$ cat src/rtl/magia_axi_putchar.sv
// Console character to AXI4 single-beat write bridge for the L2 print addresses.
// Keeps exactly one print write outstanding so the print monitor can pair AW and W without ambiguity.
module magia_axi_putchar #(
    parameter int unsigned       ADDR_W      = 32,
    parameter int unsigned       DATA_W      = 32,
    parameter int unsigned       ID_W        = 2,
    parameter int unsigned       AXI_ID      = 0,
    parameter logic [ADDR_W-1:0] STDOUT_ADDR = ADDR_W'(32'hFFFF_0004),
    parameter logic [ADDR_W-1:0] STDERR_ADDR = ADDR_W'(32'hFFFF_0000)
) (
    input  logic                  clk_i,
    input  logic                  rst_i,
    // character source
    input  logic                  char_valid_i,
    output logic                  char_ready_o,
    input  logic [7:0]            char_data_i,
    input  logic                  char_err_i,
    // AW channel
    output logic                  aw_valid_o,
    input  logic                  aw_ready_i,
    output logic [ADDR_W-1:0]     aw_addr_o,
    output logic [ID_W-1:0]       aw_id_o,
    output logic [7:0]            aw_len_o,
    output logic [2:0]            aw_size_o,
    output logic [1:0]            aw_burst_o,
    // W channel
    output logic                  w_valid_o,
    input  logic                  w_ready_i,
    output logic [DATA_W-1:0]     w_data_o,
    output logic [DATA_W/8-1:0]   w_strb_o,
    output logic                  w_last_o,
    // B channel
    input  logic                  b_valid_i,
    output logic                  b_ready_o,
    input  logic [1:0]            b_resp_i,
    // status
    output logic                  busy_o,
    output logic [31:0]           sent_cnt_o,
    output logic [15:0]           drop_cnt_o,
    output logic [15:0]           err_cnt_o
);

    typedef enum logic [1:0] {
        ST_IDLE = 2'd0,
        ST_SEND = 2'd1,
        ST_RESP = 2'd2
    } state_e;

    localparam int unsigned STRB_W = DATA_W / 8;

    function automatic logic [15:0] sat_inc16(input logic [15:0] value);
        if (value == 16'hFFFF) begin
            return value;
        end else begin
            return value + 16'd1;
        end
    endfunction

    // Only the low four byte lanes carry the character word, whatever the bus width.
    function automatic logic [STRB_W-1:0] low_word_strb();
        logic [STRB_W-1:0] strb;
        strb = '0;
        for (int i = 0; i < 4; i++) begin
            strb[i] = 1'b1;
        end
        return strb;
    endfunction

    state_e            state_r, state_s;
    logic              aw_pend_r, aw_pend_s;
    logic              w_pend_r, w_pend_s;
    logic [ADDR_W-1:0] addr_r, addr_s;
    logic [7:0]        data_r, data_s;
    logic [31:0]       sent_cnt_r, sent_cnt_s;
    logic [15:0]       drop_cnt_r, drop_cnt_s;
    logic [15:0]       err_cnt_r, err_cnt_s;
    logic              char_ready_r;
    logic              b_ready_r;
    logic              busy_r;

    // Next-state, channel bookkeeping and counter updates.
    always_comb begin
        state_s    = state_r;
        aw_pend_s  = aw_pend_r;
        w_pend_s   = w_pend_r;
        addr_s     = addr_r;
        data_s     = data_r;
        sent_cnt_s = sent_cnt_r;
        drop_cnt_s = drop_cnt_r;
        err_cnt_s  = err_cnt_r;
        case (state_r)
            ST_IDLE: begin
                if (char_valid_i) begin
                    // A zero byte is meaningless to the print monitor, so it never reaches the bus.
                    if (char_data_i == 8'd0) begin
                        drop_cnt_s = sat_inc16(drop_cnt_r);
                        state_s    = ST_IDLE;
                    end else begin
                        addr_s    = char_err_i ? STDERR_ADDR : STDOUT_ADDR;
                        data_s    = char_data_i;
                        aw_pend_s = 1'b1;
                        w_pend_s  = 1'b1;
                        state_s   = ST_SEND;
                    end
                end else begin
                    state_s = ST_IDLE;
                end
            end
            ST_SEND: begin
                aw_pend_s = aw_pend_r & ~aw_ready_i;
                w_pend_s  = w_pend_r & ~w_ready_i;
                if (!aw_pend_s && !w_pend_s) begin
                    state_s = ST_RESP;
                end else begin
                    state_s = ST_SEND;
                end
            end
            ST_RESP: begin
                if (b_valid_i) begin
                    if (b_resp_i == 2'b00) begin
                        sent_cnt_s = sent_cnt_r + 32'd1;
                    end else begin
                        err_cnt_s = sat_inc16(err_cnt_r);
                    end
                    state_s = ST_IDLE;
                end else begin
                    state_s = ST_RESP;
                end
            end
            default: begin
                aw_pend_s = 1'b0;
                w_pend_s  = 1'b0;
                state_s   = ST_IDLE;
            end
        endcase
    end

    // State, payload and counter registers; reset aborts any write in flight.
    always_ff @(posedge clk_i or posedge rst_i) begin
        if (rst_i) begin
            state_r    <= ST_IDLE;
            aw_pend_r  <= 1'b0;
            w_pend_r   <= 1'b0;
            addr_r     <= '0;
            data_r     <= 8'd0;
            sent_cnt_r <= 32'd0;
            drop_cnt_r <= 16'd0;
            err_cnt_r  <= 16'd0;
        end else begin
            state_r    <= state_s;
            aw_pend_r  <= aw_pend_s;
            w_pend_r   <= w_pend_s;
            addr_r     <= addr_s;
            data_r     <= data_s;
            sent_cnt_r <= sent_cnt_s;
            drop_cnt_r <= drop_cnt_s;
            err_cnt_r  <= err_cnt_s;
        end
    end

    // Handshake and status flags registered from the next state so they are glitch-free.
    always_ff @(posedge clk_i or posedge rst_i) begin
        if (rst_i) begin
            char_ready_r <= 1'b1;
            b_ready_r    <= 1'b0;
            busy_r       <= 1'b0;
        end else begin
            char_ready_r <= (state_s == ST_IDLE);
            b_ready_r    <= (state_s == ST_RESP);
            busy_r       <= (state_s != ST_IDLE);
        end
    end

    assign char_ready_o = char_ready_r;
    assign b_ready_o    = b_ready_r;
    assign busy_o       = busy_r;

    assign aw_valid_o   = aw_pend_r;
    assign aw_addr_o    = addr_r;
    assign aw_id_o      = ID_W'(AXI_ID);
    assign aw_len_o     = 8'd0;
    assign aw_size_o    = 3'd2;
    assign aw_burst_o   = 2'b01;

    assign w_valid_o    = w_pend_r;
    assign w_data_o     = DATA_W'(data_r);
    assign w_strb_o     = low_word_strb();
    assign w_last_o     = 1'b1;

    assign sent_cnt_o   = sent_cnt_r;
    assign drop_cnt_o   = drop_cnt_r;
    assign err_cnt_o    = err_cnt_r;

endmodule

$ cat config.mk
export PLATFORM = sky130hd
export DESIGN_NAME = magia_axi_putchar
export DESIGN_NICKNAME = d
export VERILOG_FILES = /design/src/rtl/magia_axi_putchar.sv
export SDC_FILE = /design/constraint.sdc
export NUM_CORES = 1
export LEC_CHECK = 0
export BUFFER_PORTS_ARGS = -buffer_cell sky130_fd_sc_hd__clkbuf_2
export CAP_MARGIN = 5
export CELL_PAD_IN_SITES_DETAIL_PLACEMENT = 0
export CELL_PAD_IN_SITES_GLOBAL_PLACEMENT = 2
export CORE_MARGIN = 5
export CORE_UTILIZATION = 31
export DETAILED_ROUTE_END_ITERATION = 10
export PLACE_DENSITY = 0.91
export SYNTH_ARGS = -nofsm -noshare
export SYNTH_HDL_FRONTEND = slang
export SYNTH_SLANG_ARGS = --single-unit
$ cat constraint.sdc
create_clock -name clk_i -period 5.8 [get_ports clk_i]
set_clock_uncertainty 0.1 [all_clocks]
set_input_delay 0.87 -clock clk_i [delete_from_list [all_inputs] [get_ports clk_i]]
set_output_delay 0.87 -clock clk_i [all_outputs]
set_load 0.005 [all_outputs]
==> results.txt <==
----------------------------------------------------
[Layout]
  Proportion of layout cells with a drive suffix above 1 ... 0.3108
  Area of the multi-input gates ... about 1800 um^2
  Layout fillers ... roughly 1400
  Area taken by flip-flops and latches ... around 2000 um^2
  Post-route non-filler standard cell count ... 678
  Area added between synthesis and finish ... 16.80%
  Final net count ... 517
  Final core area utilization ... 0.3714
  Most frequent cells in the layout ... clkbuf_2, dfrtp_1, conb_1
  Antenna Diode Count ... 0
  Most common cell after layout, fill and taps aside ... clkbuf_2

[STA]
  Number of pins with negative max-slew slack in the final report ... 0
  Sum of negative setup slack ... 0 ns
  RSZ-0062 raised after global routing ... false
  Final number of setup-violating endpoints ... 0
  Min cycle time layout ... between 2 and 2.5 ns
  Fin. Hold Viols ... 0
  Period utilisation layout ... 0.4164
  Worst-margin pin slew ... just over 1 ns
  Highest Clock Rate ... 0.4140 GHz
  Slew Limit Headroom ... 0.3113

[CTS]
  TritonCTS clock tree ... done
  Maximum buffer depth of the clock tree ... 2
  Hold bufs inserted after CTS ... 0
  Clock sink total ... between 80 and 90
  Root buffer cell ... clkbuf_16
  Number of gates given a new drive strength after cts ... 0
  Worst-path clk slew ... 0.07 ns
  # H-tree levels ... 3
  Buffers inserted during post-CTS setup optimization ... 0
  Number of buffers created by CTS ... 9
  Clock latency on the worst-skew pair ... roughly 0.34 ns

[Place]
  Placer congestion estimate ... 0.7393
  Placed cells ... 662
  Count of buffers inserted at the top-level ports ... 110
  Half-perimeter wire length of the detailed placement result ... 6845 um

[Drt]
  Count of antenna-violating nets left after detailed routing ... 0
  Via-per-instance ratio ... roughly 4.3
  Final WL ... 9018 um
  Count of routing violations after the opening detailed-route iteration ... 108
  Average wire per standard cell ... approximately 13 um
  DRC violations left ... 0
  Number of iterations in the first detailed-routing pass ... 4
  Routed via count ... approximately 3000

[Floorplan]
  Boundary pin count ... 170
  Core region area ... roughly 13000 um^2
  Overall die height ... between 100 and 150 um
  Total die area ... between 15000 and 20000 um^2
  Width of the die ... approximately 130 um
  Std-Cell Rows ... 42
  Initial standard-cell utilization of the core ... 0.3180

[Synth]
  Synth async-reset ratio ... 1.000
  Most frequently used flop master after synthesis ... dfrtp_1
  Mean area per synthesized cell ... 10.74 um^2
  Post-synth design cell area ... 4244 um^2
  Synthesized flop and latch total ... between 80 and 90
  Post-synthesis instance total ... slightly below 400
  Yosys warning total ... 0
  Sequential share of the synthesized area ... 0.4779
  Unique cell type count in the Yosys netlist ... 47
  Number of enable-type register cells in the synthesized netlist ... 0

[Power]
  Worst ir drop on vdd ... 0.0001475 V
  Pwr Total ... approximately 1.5 mW
  Leakage power ... 2.490 nW
  Power density cells ... 301.4 nW/um^2

[Setup path]
  Launch point of the worst reg-to-reg path ... err_cnt_o[0]$_DFFE_PP0P_
  Critical Path Source Type ... primary input
  Data arrival at the endpoint of the critical path ... 2.53 ns
  Required time of the worst setup path ... slightly below 6 ns
  Delay of the slowest cell on the worst path ... approximately 0.58 ns
  Critical setup path kind ... in -> reg
  Cell breakdown of the critical path ... clkbuf_2 > nor4_4 > nand3_2 > or4_4 > nor2_2 > mux2_1
  Worst R2R Setup Slack ... about 3.6 ns
  Register-to-Register Path Depth ... 5
  Slowest stage cell on the critical path ... or4_4
  Worst Setup End Kind ... flop
  Reg-to-Reg End ... err_cnt_o[1]$_DFFE_PP0P_
  Max Fanout on Critical Path ... 4

[Min path]
  Worst hold-check path type ... reg -> reg
  Worst Min Path Start ... sent_cnt_o[31]$_DFFE_PP0P_
  End of the worst hold path ... sent_cnt_o[31]$_DFFE_PP0P_
  Hold path cells ... 1

[Global routing]
  Antenna violations before repair ... 0
  Global-route congestion overflow total ... 0
  Vias in the first global route ... 2775
  Total routing usage reported by global routing ... 0.1122
  Largest net degree at the start of global routing ... slightly above 80
  First-pass GRT wire length ... around 14000 um

[Run]
  Number of max-cap violations ... 0

[Status]
  Run status ... completed

----------------------------------------------------
==> synthesized netlist by cell type, types with 3 or more instances <==
cell type  number  share of area
dfrtp_1        80           0.47
buf_4          74           0.13
xnor2_1        40          0.083
nand2_1        25          0.022
nand3_1        25          0.029
nand4_1        17          0.025
xor2_1         17          0.035
nor2_1         14          0.012
inv_1          13          0.011
mux2_2         11          0.029
and3_1         10          0.015
nor3_1         10          0.012
and4_1          4         0.0083
a21oi_1         3         0.0035
ha_1            3         0.0088
nand2b_1        3         0.0044
nor2b_1         3         0.0044
nor4_4          3          0.015
o22ai_1         3         0.0044
==> state kept, by name, indices dropped and copies added, names as in the netlist <==
register / flops
busy_o: 1
err_cnt_o: 16
sent_cnt_o: 32
w_valid_o: 1
b_ready_o: 1
data_r: 8
aw_valid_o: 1
state_r: 2
drop_cnt_o: 16
char_ready_o: 1
aw_addr_o: 2
==> cells by family (layout without fill, tap and decap cells) <==
logic type	after synthesis	after routing	synth area share
AO/OA/AOI/OAI	14	14	0.02152
adder cells (fa/ha/maj)	3	3	0.008845
buffers and inverters	90	140	0.1456
AND/OR/NAND/NOR	135	135	0.1922
XOR/XNOR	57	57	0.1176
multiplexers	13	13	0.03449
other	2	59	0.001770
flip-flops	81	81	0.4779
==> how the worst max path moves through the flow <==
stage,from,endpoint,slack [ns],cells after the start
5_1_grt,b_resp_i[1],sent_cnt_o[11]$_DFFE_PP0P_,3.26,6
2_1_floorplan,rst_i,aw_addr_o[2]$_DFFE_PP0P_,2.75,1
4_1_cts,char_data_i[1],drop_cnt_o[14]$_DFFE_PP0P_,3.39,6
3_3_place_gp,char_data_i[1],drop_cnt_o[14]$_DFFE_PP0P_,3.07,6
3_5_place_dp,char_data_i[1],drop_cnt_o[14]$_DFFE_PP0P_,3.03,6
6_report,char_data_i[1],drop_cnt_o[14]$_DFFE_PP0P_,3.38,6
==> final cells by class <==
cell class,count,area share
sequential,81,0.4091
clock buffer,10,0.04821
tap,176,0.04442
timing repair buffer,111,0.1126
clock inverter,6,0.01010
multi-input combinational,281,0.3655
inverter,13,0.01010
==> metal layers <==
| metal | GRT usage | wire length, um | vias up |
|---|---|---|---|
| met1 | 0.1485 | 4082 | 1402 |
| li1 | - | - | 1429 |
| met3 | 0.03005 | 604 | 10 |
| met5 | 0 | 0 | - |
| met4 | 0.05489 | 161 | 0 |
| met2 | 0.1703 | 4170 | 106 |
==> through the flow <==
step	hold slack [ns]	instance area, um^2	setup WS [ns]
6_report	0.3748	4957	3.385
5_1_grt	0.4006	4957	3.257
4_1_cts	0.3798	4957	3.394
3_5_place_dp	0.3678	4668	3.029
3_3_place_gp	0.3641	4668	3.071
2_1_floorplan	0.3682	4458	2.752
==> critical path, delay by kind of cell <==
family	cells	cell delay, ns
buf+inv	1	0.10
simple gates	4	1.22
mux	1	0.32
==> power breakdown <==
group | internal [mW] | switching [mW] | leakage, nW
sequential | 0.641 | 0.0640 | 1.06
combinational | 0.121 | 0.121 | 1.29
clock | 0.306 | 0.241 | 0.136
(Power assumes the default switching activity.)
